## src/rtl/actor_write_buffer.sv

```systemverilog
// Actor write buffer: turns decoded actor commands into FIFO entries that drain to the actor bus over valid/ready.
// Optional drop counter output DROP_CNT_O is built only when ACTOR_WRITE_BUFFER_DROP_CNT_EN is defined.
module actor_write_buffer #(
    parameter int ACTOR_ID_WIDTH = 8,
    parameter int PE_ID_WIDTH    = 4,
    parameter int PE_COUNT       = 16,
    parameter int DATA_WIDTH     = 32,
    parameter int FIFO_DEPTH     = 8
) (
    input  logic                           CGRA_CLK_I,
    input  logic                           RST_N_I,
    input  logic                           EN_I,
    input  logic [ACTOR_ID_WIDTH-1:0]      ACTOR_WRITE_ADDR_I,
    input  logic [PE_ID_WIDTH-1:0]         ACTOR_SOURCE_PE_ID_I,
    input  logic                           ACTOR_WRITE_ENABLE_I,
    input  logic                           SYNC_IN_I,
    input  logic [PE_COUNT*DATA_WIDTH-1:0] PE_DATA_I,
    output logic                           M_VALID_O,
    input  logic                           M_READY_I,
    output logic [ACTOR_ID_WIDTH-1:0]      M_ACTOR_ID_O,
    output logic [DATA_WIDTH-1:0]          M_DATA_O,
    output logic                           M_LAST_O,
    output logic                           M_NOP_O,
    output logic                           FULL_O,
    output logic                           OVERFLOW_O,
`ifdef ACTOR_WRITE_BUFFER_DROP_CNT_EN
    output logic [15:0]                    DROP_CNT_O,
`endif
    input  logic                           CLEAR_I
);

    localparam int PTR_W = $clog2(FIFO_DEPTH);
    localparam int CNT_W = PTR_W + 1;
    localparam logic [CNT_W-1:0] DEPTH_CNT = CNT_W'(FIFO_DEPTH);

    logic [ACTOR_ID_WIDTH-1:0] id_mem   [FIFO_DEPTH];
    logic [DATA_WIDTH-1:0]     data_mem [FIFO_DEPTH];
    logic                      last_mem [FIFO_DEPTH];
    logic                      nop_mem  [FIFO_DEPTH];

    logic [PTR_W-1:0] wr_ptr;
    logic [PTR_W-1:0] rd_ptr;
    logic [CNT_W-1:0] count;
    logic [CNT_W-1:0] count_nxt;
    logic             full_q;
    logic             ovf_q;

    logic                      push_req;
    logic                      push_ok;
    logic                      pop;
    logic                      drop;
    logic                      fifo_full;
    logic [DATA_WIDTH-1:0]     sel_data;
    logic [ACTOR_ID_WIDTH-1:0] ent_id;
    logic [DATA_WIDTH-1:0]     ent_data;
    logic                      ent_last;
    logic                      ent_nop;

    // IDs at or above PE_COUNT match no slot and fall through to zero
    always_comb begin
        sel_data = '0;
        for (int i = 0; i < PE_COUNT; i++) begin
            if (ACTOR_SOURCE_PE_ID_I == i[PE_ID_WIDTH-1:0]) begin
                sel_data = PE_DATA_I[i*DATA_WIDTH +: DATA_WIDTH];
            end
        end
    end

    always_comb begin
        ent_id   = '0;
        ent_data = '0;
        ent_last = 1'b1;
        ent_nop  = 1'b1;
        if (ACTOR_WRITE_ENABLE_I) begin
            ent_id   = ACTOR_WRITE_ADDR_I;
            ent_data = sel_data;
            ent_last = SYNC_IN_I;
            ent_nop  = 1'b0;
        end
    end

    assign fifo_full = (count == DEPTH_CNT);
    assign pop       = (count != '0) && M_READY_I;
    assign push_req  = EN_I && (ACTOR_WRITE_ENABLE_I || SYNC_IN_I) && !CLEAR_I;
    assign push_ok   = push_req && (!fifo_full || pop);
    assign drop      = push_req && fifo_full && !pop;

    always_comb begin
        count_nxt = count;
        case ({push_ok, pop})
            2'b10:   count_nxt = count + CNT_W'(1);
            2'b01:   count_nxt = count - CNT_W'(1);
            default: count_nxt = count;
        endcase
    end

    // Storage needs no reset: everything read out is qualified by the occupancy count
    always_ff @(posedge CGRA_CLK_I) begin
        if (push_ok) begin
            id_mem[wr_ptr]   <= ent_id;
            data_mem[wr_ptr] <= ent_data;
            last_mem[wr_ptr] <= ent_last;
            nop_mem[wr_ptr]  <= ent_nop;
        end
    end

    always_ff @(posedge CGRA_CLK_I or negedge RST_N_I) begin
        if (!RST_N_I) begin
            wr_ptr <= '0;
            rd_ptr <= '0;
            count  <= '0;
            full_q <= 1'b0;
            ovf_q  <= 1'b0;
        end else if (CLEAR_I) begin
            wr_ptr <= '0;
            rd_ptr <= '0;
            count  <= '0;
            full_q <= 1'b0;
            ovf_q  <= 1'b0;
        end else begin
            if (push_ok) wr_ptr <= wr_ptr + PTR_W'(1);
            if (pop)     rd_ptr <= rd_ptr + PTR_W'(1);
            count  <= count_nxt;
            full_q <= (count_nxt == DEPTH_CNT);
            if (drop) ovf_q <= 1'b1;
        end
    end

`ifdef ACTOR_WRITE_BUFFER_DROP_CNT_EN
    logic [15:0] drop_cnt;

    always_ff @(posedge CGRA_CLK_I or negedge RST_N_I) begin
        if (!RST_N_I) begin
            drop_cnt <= '0;
        end else if (CLEAR_I) begin
            drop_cnt <= '0;
        end else if (drop && (drop_cnt != 16'hFFFF)) begin
            drop_cnt <= drop_cnt + 16'd1;
        end
    end

    assign DROP_CNT_O = drop_cnt;
`endif

    assign M_VALID_O    = (count != '0);
    assign M_ACTOR_ID_O = M_VALID_O ? id_mem[rd_ptr]   : '0;
    assign M_DATA_O     = M_VALID_O ? data_mem[rd_ptr] : '0;
    assign M_LAST_O     = M_VALID_O && last_mem[rd_ptr];
    assign M_NOP_O      = M_VALID_O && nop_mem[rd_ptr];
    assign FULL_O       = full_q;
    assign OVERFLOW_O   = ovf_q;

endmodule

```

## config.mk

```make
export PLATFORM = sky130hd
export DESIGN_NAME = actor_write_buffer
export DESIGN_NICKNAME = d
export VERILOG_FILES = /design/src/rtl/actor_write_buffer.sv
export SDC_FILE = /design/constraint.sdc
export NUM_CORES = 1
export LEC_CHECK = 0
export ABC_AREA = 1
export CORE_AREA = 2 2 223 225
export CTS_CLUSTER_DIAMETER = 40
export DETAILED_ROUTE_END_ITERATION = 12
export DIE_AREA = 0 0 225 227
export GPL_TIMING_DRIVEN = 0
export PLACE_DENSITY_LB_ADDON = 0.2
export RECOVER_POWER = 100
export SLEW_MARGIN = 20
export SYNTH_ARGS = -nofsm -noshare
export SYNTH_HDL_FRONTEND = slang
export SYNTH_SLANG_ARGS = --single-unit
```

## constraint.sdc

```tcl
create_clock -name CGRA_CLK_I -period 9.6 [get_ports CGRA_CLK_I]
set_input_delay 1.92 -clock CGRA_CLK_I [delete_from_list [all_inputs] [get_ports CGRA_CLK_I]]
set_output_delay 1.92 -clock CGRA_CLK_I [all_outputs]
set_load 0.02 [all_outputs]
```

==> results.py, run 1 <==
metrics = {
    "synthesis": {
        "synthAdderAreaFrac": 0.003822,
        "syn_area_sq_um": 18330,
        "postSynthCellCount": 2149,
        "synth_mux_area_frac": 0,
        "yosys.area_share.simple": 0.2646,
        "synth_xor_area_frac": 0.0009554,
        "synth-seq-area-share": 0.5667,
        "synth_area_per_cell_sq_um": 8.531,
        "synth_top_family_by_area": "simple AND/OR/NAND/NOR gates",
        "synth_seq_cells": 348,
        "synth_compound_area_frac": 0.1044,
        "syn-num-nets": 2685,
        "synth_cell_types": 31,
        "yosysWarnings": 0,
    },
    "drt": {
        "route.met3.wl_microns": 9967,
        "ant_nets": 0,
        "wl_per_cell_microns": 28.04,
        "drt-vias-per-instance": 5.467,
        "wl_met2_microns": 46380,
        "drt-initial-drc-count": 2217,
        "wl_met1_microns": 37780,
        "first_pass_iters": 5,
        "wl_microns": 97040,
        "drc": 0,
        "vias": 18920,
        "top_layer_used": "met5",
    },
    "sta": {
        "final.period_utilization": 0.6456,
        "rsz0062_at_grt": "no",
        "slew_headroom": -0.1064,
        "finalClockSkew_ns": 0.01289,
        "fmax_mhz": 161.3,
        "tns_ns": 0,
        "tightest_slew_ns": 1.660,
        "hold_viol": 0,
        "maxSlewViolCount": 124,
        "fin_crit_ns": 6.198,
        "setup_violations": 0,
    },
    "hold_path": {
        "hold_path.class": "reg -> reg",
        "min-delay-start": "OVERFLOW_O",
    },
    "run": {
        "max-cap-violations": 7,
    },
    "clock_tree": {
        "cts_tree": "done",
        "holdBufCountCts": 0,
        "post_cts_buffers": 0,
        "cts_resized": 0,
        "clock_latency_ns": 0.55,
        "cts_buffers": 42,
        "h-tree-depth": 2,
        "clockRootBuffer": "clkbuf_16",
        "clk_path_buf_depth": 3,
        "numClockSinks": 348,
        "path_clk_slew_ns": 0.05,
    },
    "status": {
        "violations": "max-capacitance violations, max-slew violations",
        "status": "finished with violations",
    },
    "floorplan": {
        "start_util": 0.3777,
        "core_sq_um": 48550,
        "std_cell_rows": 81,
        "die_h_microns": 227,
        "die-area_sq_um": 51080,
        "top_level_ports": 576,
        "die_w_microns": 225,
    },
    "setup_path": {
        "critPathCaptureType": "output port",
        "crit_path_frequent_cell": "clkbuf_1",
        "arrival_ns": 4.28,
        "critPathLaunch": "rd_ptr[0]",
        "crit_chain": "clkbuf_1 > inv_1 > clkbuf_1 > clkbuf_1 > nor2_1 > o22ai_1 > o21ai_0 > a31oi_1 > dlygate4sd3_1",
        "rr_startpoint": "count[1]",
        "cp-start-kind": "flip-flop",
        "worstPathRequired_ns": 7.68,
        "cp_top_family": "buffers and inverters",
        "critPathMaxFanout": 10,
        "critical-path-slowest-cell": "dlygate4sd3_1",
        "cpPeakStageDelay_ns": 0.77,
        "crit_type": "reg -> out",
        "crit_buf_inv": 5,
    },
    "finish": {
        "final_util": 0.5427,
        "mostFrequentLayoutCells": "clkdlybuf4s50_1, nand2_1, nor2_1",
        "final_common_cell": "clkdlybuf4s50_1",
        "syn2layout_area_growth_pct": 43.69,
        "drive_gt1_frac": 0.04295,
        "nets": 3319,
        "fillers": 4532,
    },
    "global_routing": {
        "grt.total_usage": 0.3724,
        "antenna_found_initial": 36,
        "grt_overflow": 0,
        "grt_pass1_wl_microns": 133100,
        "grt_max_degree": 23,
        "grt_pass1_vias": 18240,
    },
    "placed_design": {
        "gp_congestion": 1.016,
        "io_buffers": 574,
        "dp_hpwl_microns": 79390,
    },
    "power": {
        "cellInternalPower_mw": 3.443,
        "comb_power_share": 0.403,
        "power_density_nw_per_um2": 211.5,
        "p_leak_nw": 9.933,
        "p_clk_frac": 0.283,
        "pwr-share-seq": 0.314,
        "ir_drop_mv": 0.1469,
        "p_sw_frac": 0.3820,
        "switching_power_mw": 2.129,
    },
}
state kept, by name (all words and copies together) (netlist names):
register / count
data_mem: 256
id_mem: 64
last_mem: 8
nop_mem: 8
count: 4
rd_ptr: 3
wr_ptr: 3
FULL_O: 1
OVERFLOW_O: 1
synthesized netlist by cell type:
| cell type | n | area share |
|---|---|---|
| ha_1 | 4 | 0.0027 |
| o21ai_0 | 236 | 0.064 |
| nor2_2 | 2 | 0.00068 |
| nand3_2 | 1 | 0.00055 |
| buf_6 | 2 | 0.0012 |
| nor3_1 | 3 | 0.00082 |
| a211oi_1 | 2 | 0.00082 |
| or2_0 | 28 | 0.0096 |
| or2_2 | 36 | 0.012 |
| edfxtp_1 | 336 | 0.55 |
| inv_1 | 139 | 0.028 |
| a21oi_1 | 36 | 0.0098 |
| a31oi_1 | 42 | 0.014 |
| buf_2 | 20 | 0.0055 |
| clkinv_1 | 1 | 0.00020 |
| buf_1 | 7 | 0.0014 |
| clkbuf_1 | 104 | 0.021 |
| o21a_1 | 1 | 0.00041 |
| nand2_1 | 484 | 0.099 |
| nor2_1 | 419 | 0.086 |
| inv_2 | 5 | 0.0010 |
| nand4_1 | 82 | 0.028 |
| nor2_4 | 1 | 0.00061 |
| o22ai_1 | 42 | 0.014 |
| fa_1 | 1 | 0.0011 |
| dfrtp_1 | 12 | 0.016 |
| buf_4 | 1 | 0.00041 |
| nand2_2 | 3 | 0.0010 |
| nand3_1 | 96 | 0.026 |
| xor2_1 | 2 | 0.00096 |
| o21ai_1 | 1 | 0.00027 |
area by class of cell:
cell class | instances | area (sq um) | share of cell area
clock buffer | 55 | 1121 | 0.04256
sequential | 348 | 10390 | 0.3944
buffer | 134 | 541.8 | 0.02057
tap | 622 | 778.2 | 0.02954
inverter | 145 | 544.3 | 0.02066
antenna | 22 | 55.05 | 0.002090
timing repair buffer | 590 | 5806 | 0.2204
multi-input combinational | 1522 | 6840 | 0.2597
clock inverter | 23 | 267.8 | 0.01016
per-layer routing:
metal / GRT usage / up-vias
li1: - / 8593
met1: 0.4896 / 9045
met2: 0.6304 / 1150
met3: 0.06866 / 118
met4: 0.1064 / 14
met5: 0 / -
kinds of logic (layout without fill, tap and decap cells):
group,Yosys count,after routing
and+or+nand+nor,1155,1155
other,0,22
adders and majority gates,5,5
buffers and inverters,279,947
xor gates and xnor gates,2,2
AOI/OAI and AO/OA,360,360
DFF,348,348
through the flow:
step	hold WS, ns	setup slack [ns]	area [sq um]	total power, mW	instances
2_1_floorplan	0.5382	4.784	18330	2.877	2149
6_report	0.5160	3.402	26340	5.572	3461
3_3_place_gp	0.4957	2.525	24860	4.023	3345
4_1_cts	0.5207	3.514	26690	5.636	3439
3_5_place_dp	0.5089	3.876	25310	4.067	3361
5_1_grt	0.5446	3.231	26330	5.798	3454
power by group through the flow:
stage               logic [mW]  registers [mW]  clock network, mW
floorplan                 1.10            1.77                  0
global placement          2.24            1.78                  0
detailed placement        2.29            1.78                  0
CTS                       2.30            1.75               1.59
global route              2.39            1.75               1.65
finish                    2.24            1.75               1.58
worst reg2reg max path: stages (launching register included):
cell and delay, ns:
dfrtp_1 0.42, nor2_1 0.10, nand3_1 0.49, nand2_1 0.41, nand4_1 0.21, nand2_1 0.08
inv_1 0.15, nand2_1 0.15, nor2_1 1.13, clkbuf_1 0.95, clkbuf_1 0.84
worst paths after layout:
kind,to,slack [ns],cells after the start
hold reg to reg,OVERFLOW_O,0.52,2
min in group asynchronous,count[3],1.83,1
hold / removal,OVERFLOW_O,0.52,2
setup / recovery,M_DATA_O[19],3.40,9
setup reg to reg,data_mem[3][18],4.28,10
max in group asynchronous,count[1],7.37,1
(Power assumes the default switching activity.)
==> run 2, diff against run 1 <==
clock period = 5.4 ns   (was 9.6 ns; I/O delays follow)
==> results.py, run 2 (synthesis gave the netlist of run 1 again) <==
metrics = {
    "drt": {
        "drt-initial-drc-count": 2154,
        "drc": 0,
        "wl_per_cell_microns": 28.05,
        "first_pass_iters": 5,
        "wl_microns": 97080,
        "vias": 18960,
        "ant_nets": 0,
        "drt-vias-per-instance": 5.478,
    },
    "clock_tree": {
        "clockRootBuffer": "clkbuf_16",
        "path_clk_slew_ns": 0.05,
        "clock_latency_ns": 0.55,
        "cts_tree": "done",
        "h-tree-depth": 2,
        "holdBufCountCts": 0,
        "numClockSinks": 348,
        "clk_path_buf_depth": 3,
        "cts_resized": 0,
        "cts_buffers": 42,
        "post_cts_buffers": 0,
    },
    "finish": {
        "mostFrequentLayoutCells": "clkdlybuf4s50_1, nand2_1, nor2_1",
        "drive_gt1_frac": 0.04437,
        "final_common_cell": "clkdlybuf4s50_1",
        "reg.largest.list": "data_mem x256, id_mem x64",
        "finish.instance_area_sq_um": 26360,
        "regMostFlops": "data_mem",
        "nets": 3319,
        "largest_reg_flops": 256,
        "fillers": 4528,
        "final_cells": 3461,
        "syn2layout_area_growth_pct": 43.78,
    },
    "sta": {
        "slew_headroom": -0.1071,
        "finalClockSkew_ns": 0.009041,
        "hold_viol": 0,
        "final.period_utilization": 0.9741,
        "tightest_slew_ns": 1.661,
        "fin_crit_ns": 5.260,
        "maxSlewViolCount": 117,
        "setup_violations": 0,
        "rsz0062_at_grt": "no",
        "fmax_mhz": 190.1,
    },
    "power": {
        "p_leak_nw": 9.940,
        "power_mw": 9.905,
        "power_density_nw_per_um2": 375.8,
        "ir_drop_mv": 0.2571,
    },
    "floorplan": {
        "die_w_microns": 225,
        "die_h_microns": 227,
        "top_level_ports": 576,
        "die-area_sq_um": 51080,
        "start_util": 0.3777,
        "std_cell_rows": 81,
        "core_sq_um": 48550,
    },
    "status": {
        "status": "finished with violations",
        "violations": "max-capacitance violations, max-slew violations",
    },
    "setup_path": {
        "critPathCaptureType": "output port",
        "critPathMaxFanout": 10,
        "ff2ff_path_depth": 10,
        "cpPeakStageDelay_ns": 0.77,
        "crit_path_frequent_cell": "clkbuf_1",
        "arrival_ns": 4.18,
        "critical-path-slowest-cell": "dlygate4sd3_1",
        "cp-start-kind": "flip-flop",
        "crit_chain": "clkbuf_1 > clkbuf_1 > clkbuf_1 > nor2_1 > nor2_1 > o21ai_0 > a31oi_1 > dlygate4sd3_1",
        "worstPathRequired_ns": 4.32,
        "crit_type": "reg -> out",
    },
    "run": {
        "max-cap-violations": 7,
    },
    "placed_design": {
        "io_buffers": 574,
        "gp_congestion": 1.016,
        "postPlaceCellArea_sq_um": 25310,
        "placed_cells": 3361,
        "dp_hpwl_microns": 79390,
    },
    "global_routing": {
        "grt_pass1_vias": 18240,
        "antenna_found_initial": 36,
        "grt_max_degree": 23,
        "grt.total_usage": 0.3724,
        "grt_pass1_wl_microns": 133100,
        "grt_overflow": 0,
    },
    "hold_path": {
        "hold_path.class": "reg -> reg",
        "holdPathStages": 2,
    },
}
run 2: power by group:
| group | switching, mW | total [mW] | internal, mW |
|---|---|---|---|
| sequential | 0.0363 | 3.11 | 3.07 |
| combinational | 2.62 | 3.99 | 1.37 |
| clock | 1.13 | 2.81 | 1.68 |
| total | 3.79 | 9.91 | 6.12 |
run 2: worst max-delay path: cells and delay by family, from the launching register on:
| family | cells | cell delay, ns |
|---|---|---|
| and+or+nand+nor | 2 | 0.21 |
| buffers and inverters | 4 | 2.34 |
| AOI/OAI and AO/OA | 2 | 0.69 |
| DFF | 1 | 0.38 |
run 2: layout make-up:
class	instances	area, sq um	area share
buffer	134	543.0	0.02060
multi-input combinational	1522	6854	0.2600
tap	622	778.2	0.02952
timing repair buffer	590	5807	0.2203
clock inverter	23	267.8	0.01016
antenna	22	55.05	0.002088
clock buffer	55	1121	0.04253
inverter	145	544.3	0.02065
sequential	348	10390	0.3942
run 2: final timing paths:
path	start	end	slack, ns
min in group asynchronous	RST_N_I	OVERFLOW_O	0.99
worst min register to register	OVERFLOW_O	OVERFLOW_O	0.51
max in group asynchronous	RST_N_I	count[2]	4.00
worst max register to register	count[1]	data_mem[7][19]	0.39
worst min-delay path	OVERFLOW_O	OVERFLOW_O	0.51
worst max-delay path	rd_ptr[0]	M_DATA_O[18]	0.14
run 2: per-stage QoR:
| stage | TNS, ns | setup slack (ns) | utilization | hold slack (ns) |
|---|---|---|---|---|
| detailed placement | 0 | 0.5156 | 0.5213 | 0.5089 |
| global route | 0 | 0.05515 | 0.5426 | 0.5446 |
| global placement | -228.44 | -0.8351 | 0.5120 | 0.4957 |
| floorplan | 0 | 1.424 | - | 0.5382 |
| CTS | 0 | 0.1539 | 0.5499 | 0.5207 |
| finish | 0 | 0.1397 | 0.5430 | 0.5128 |
run 2: metal layers:
| metal | GRT usage | up-vias | wire [microns] |
|---|---|---|---|
| met4 | 0.1064 | 12 | 2810 |
| li1 | - | 8585 | - |
| met2 | 0.6304 | 1123 | 46520 |
| met1 | 0.4896 | 9117 | 38290 |
| met3 | 0.06866 | 121 | 9375 |
| met5 | 0 | - | 80 |
==> run 3, diff against run 2 <==
ABC_AREA = default   (was 1)
CORE_AREA = 2 2 226 228   (was 2 2 223 225)
DIE_AREA = 0 0 228 230   (was 0 0 225 227)
==> results.py, run 3 <==
metrics = {
    "global_routing": {
        "grt_pass1_wl_microns": 124800,
        "antenna_found_initial": 16,
        "grt_pass1_vias": 16660,
        "grt_max_degree": 18,
        "grt.total_usage": 0.3365,
        "grt_overflow": 0,
    },
    "synthesis": {
        "synth.top_cell.area_share": 0.5347,
        "synthTopCellsByCount": "edfxtp_1, nor2_1, o21ai_0",
        "synth_area_per_cell_sq_um": 13.11,
        "syn-num-nets": 1975,
        "yosysWarnings": 0,
        "synth.most_common_cell": "edfxtp_1",
        "synth-main-ff-cell": "edfxtp_1",
        "synth_cell_types": 68,
        "synth-seq-area-share": 0.5506,
        "postSynthCellCount": 1439,
        "syn_area_sq_um": 18870,
        "synth_seq_cells": 348,
        "synthTopCellsByArea": "edfxtp_1, mux4_2, mux2i_1",
        "yosysTopAreaCell": "edfxtp_1",
        "async_reset_ff_frac": 0.03448,
        "synth_edf_count": 336,
    },
    "status": {
        "violations": "max-capacitance violations, max-slew violations",
        "status": "finished with violations",
    },
    "sta": {
        "setup_ws_ns": 0.4775,
        "final.period_utilization": 0.9116,
        "hold_slack_ns": 0.5482,
        "maxSlewViolCount": 128,
        "tightest_slew_ns": 1.952,
        "finalClockSkew_ns": 0.01182,
        "fin_crit_ns": 4.922,
        "rsz0062_at_grt": "no",
        "slew_headroom": -0.3063,
        "setup_violations": 0,
        "fmax_mhz": 203.2,
        "hold_viol": 0,
    },
    "finish": {
        "fillers": 4351,
        "drive_gt1_frac": 0.1331,
        "regMostFlops": "data_mem",
        "syn2layout_area_growth_pct": 43.05,
        "mostFrequentLayoutCells": "clkdlybuf4s50_1, edfxtp_1, nor2_1",
        "nets": 2611,
        "reg.largest.list": "data_mem x256, id_mem x64",
        "largest_reg_flops": 256,
        "final_common_cell": "clkdlybuf4s50_1",
    },
    "clock_tree": {
        "cts_resized": 0,
        "holdBufCountCts": 0,
        "h-tree-depth": 2,
        "clk_path_buf_depth": 3,
        "clock_latency_ns": 0.52,
        "cts_tree": "done",
        "post_cts_buffers": 0,
        "numClockSinks": 348,
        "cts_buffers": 37,
        "path_clk_slew_ns": 0.06,
        "clockRootBuffer": "clkbuf_16",
    },
    "placed_design": {
        "gp_congestion": 0.9837,
        "io_buffers": 573,
        "post-place-ws_ns": 0.7081,
        "dp_hpwl_microns": 73780,
    },
    "floorplan": {
        "die-area_sq_um": 52440,
        "die_w_microns": 228,
        "start_util": 0.3784,
        "core_sq_um": 49860,
        "die_h_microns": 230,
        "std_cell_rows": 82,
        "top_level_ports": 576,
    },
    "setup_path": {
        "critPathMaxFanout": 10,
        "cpPeakStageDelay_ns": 1.42,
        "critical-path-slowest-cell": "nor4_1",
        "crit_chain": "nor4_1 > clkbuf_1 > nor2_1 > dlygate4sd3_1",
        "arrival_ns": 3.84,
        "cp_top_family": "simple AND/OR/NAND/NOR gates",
        "critPathCaptureType": "output port",
        "worstPathRequired_ns": 4.32,
        "crit_buf_inv": 2,
        "cp-start-kind": "flip-flop",
        "crit_type": "reg -> out",
    },
    "drt": {
        "wl_microns": 90590,
        "drc": 0,
        "ant_nets": 0,
        "drt-vias-per-instance": 5.924,
        "first_pass_iters": 5,
        "drt-initial-drc-count": 1912,
        "vias": 16520,
        "wl_per_cell_microns": 32.48,
    },
    "power": {
        "power_density_nw_per_um2": 310.0,
        "p_leak_nw": 9.039,
        "ir_drop_mv": 0.1999,
    },
    "hold_path": {
        "hold_path.class": "reg -> reg",
    },
    "run": {
        "max-cap-violations": 10,
    },
}
[run 3: where the power goes]
| part | internal (mW) | leakage [nW] | switching [mW] |
|---|---|---|---|
| clock | 1.58 | 0.614 | 1.05 |
| sequential | 3.05 | 3.24 | 0.0294 |
| combinational | 1.19 | 5.18 | 1.47 |
| total | 5.82 | 9.04 | 2.55 |
[run 3: per-layer routing]
| metal | share of wire | global-route usage | vias up |
|---|---|---|---|
| li1 | - | - | 7068 |
| met1 | 0.38 | 0.4174 | 8341 |
| met2 | 0.50 | 0.5893 | 938 |
| met3 | 0.082 | 0.06312 | 172 |
| met4 | 0.041 | 0.1168 | 2 |
| met5 | 0.00011 | 0 | - |
[run 3: final timing paths]
check / to / slack [ns] / cells after the start / start
worst max-delay path: M_DATA_O[26] / 0.48 / 4 / count[1]
worst min-delay path: OVERFLOW_O / 0.55 / 2 / OVERFLOW_O
worst max register to register: FULL_O / 0.96 / 11 / count[1]
worst min register to register: OVERFLOW_O / 0.55 / 2 / OVERFLOW_O
max in group asynchronous: FULL_O / 4.02 / 1 / RST_N_I
min in group asynchronous: OVERFLOW_O / 1.00 / 1 / RST_N_I
[run 3: cell type report]
| cell class | count | area (sq um) | share of cell area |
|---|---|---|---|
| Timing Repair Buffer | 597 | 6006 | 0.2225 |
| Buffer | 132 | 658.1 | 0.02438 |
| Multi-Input combinational cell | 943 | 7725 | 0.2862 |
| Antenna cell | 14 | 35.03 | 0.001298 |
| Inverter | 16 | 60.06 | 0.002225 |
| Tap cell | 672 | 840.8 | 0.03115 |
| Clock inverter | 23 | 284.0 | 0.01052 |
| Sequential cell | 348 | 10390 | 0.3849 |
| Clock buffer | 44 | 994.7 | 0.03685 |
[run 3: cells by family (layout without fill, tap and decap cells)]
| logic type | after synthesis | count (layout) | synth area share |
|---|---|---|---|
| muxes | 215 | 215 | 0.1842 |
| AOI/OAI and AO/OA | 426 | 426 | 0.1452 |
| DFF | 348 | 348 | 0.5506 |
| and+or+nand+nor | 292 | 292 | 0.07539 |
| other | 0 | 14 | 0 |
| adders and majority gates | 5 | 5 | 0.003713 |
| buffers and inverters | 148 | 812 | 0.03853 |
| xor gates and xnor gates | 5 | 5 | 0.002321 |
[run 3: per-stage QoR]
step | util | cell area, sq um | total power, mW | TNS (ns) | std cells
global placement | 0.5104 | 25450 | 5.847 | -471.73 | 2684
detailed placement | 0.5209 | 25970 | 5.890 | 0 | 2707
floorplan | - | 18870 | 4.521 | 0 | 1439
CTS | 0.5465 | 27250 | 8.504 | 0 | 2774
global route | 0.5414 | 26990 | 8.656 | 0 | 2789
finish | 0.5414 | 26990 | 8.367 | 0 | 2789
[run 3: tightest hold or removal path, delay by kind of cell, from the launching register on]
family,cells,cell delay (ns)
DFF,1,0.39
AOI/OAI and AO/OA,1,0.06
and+or+nand+nor,1,0.07
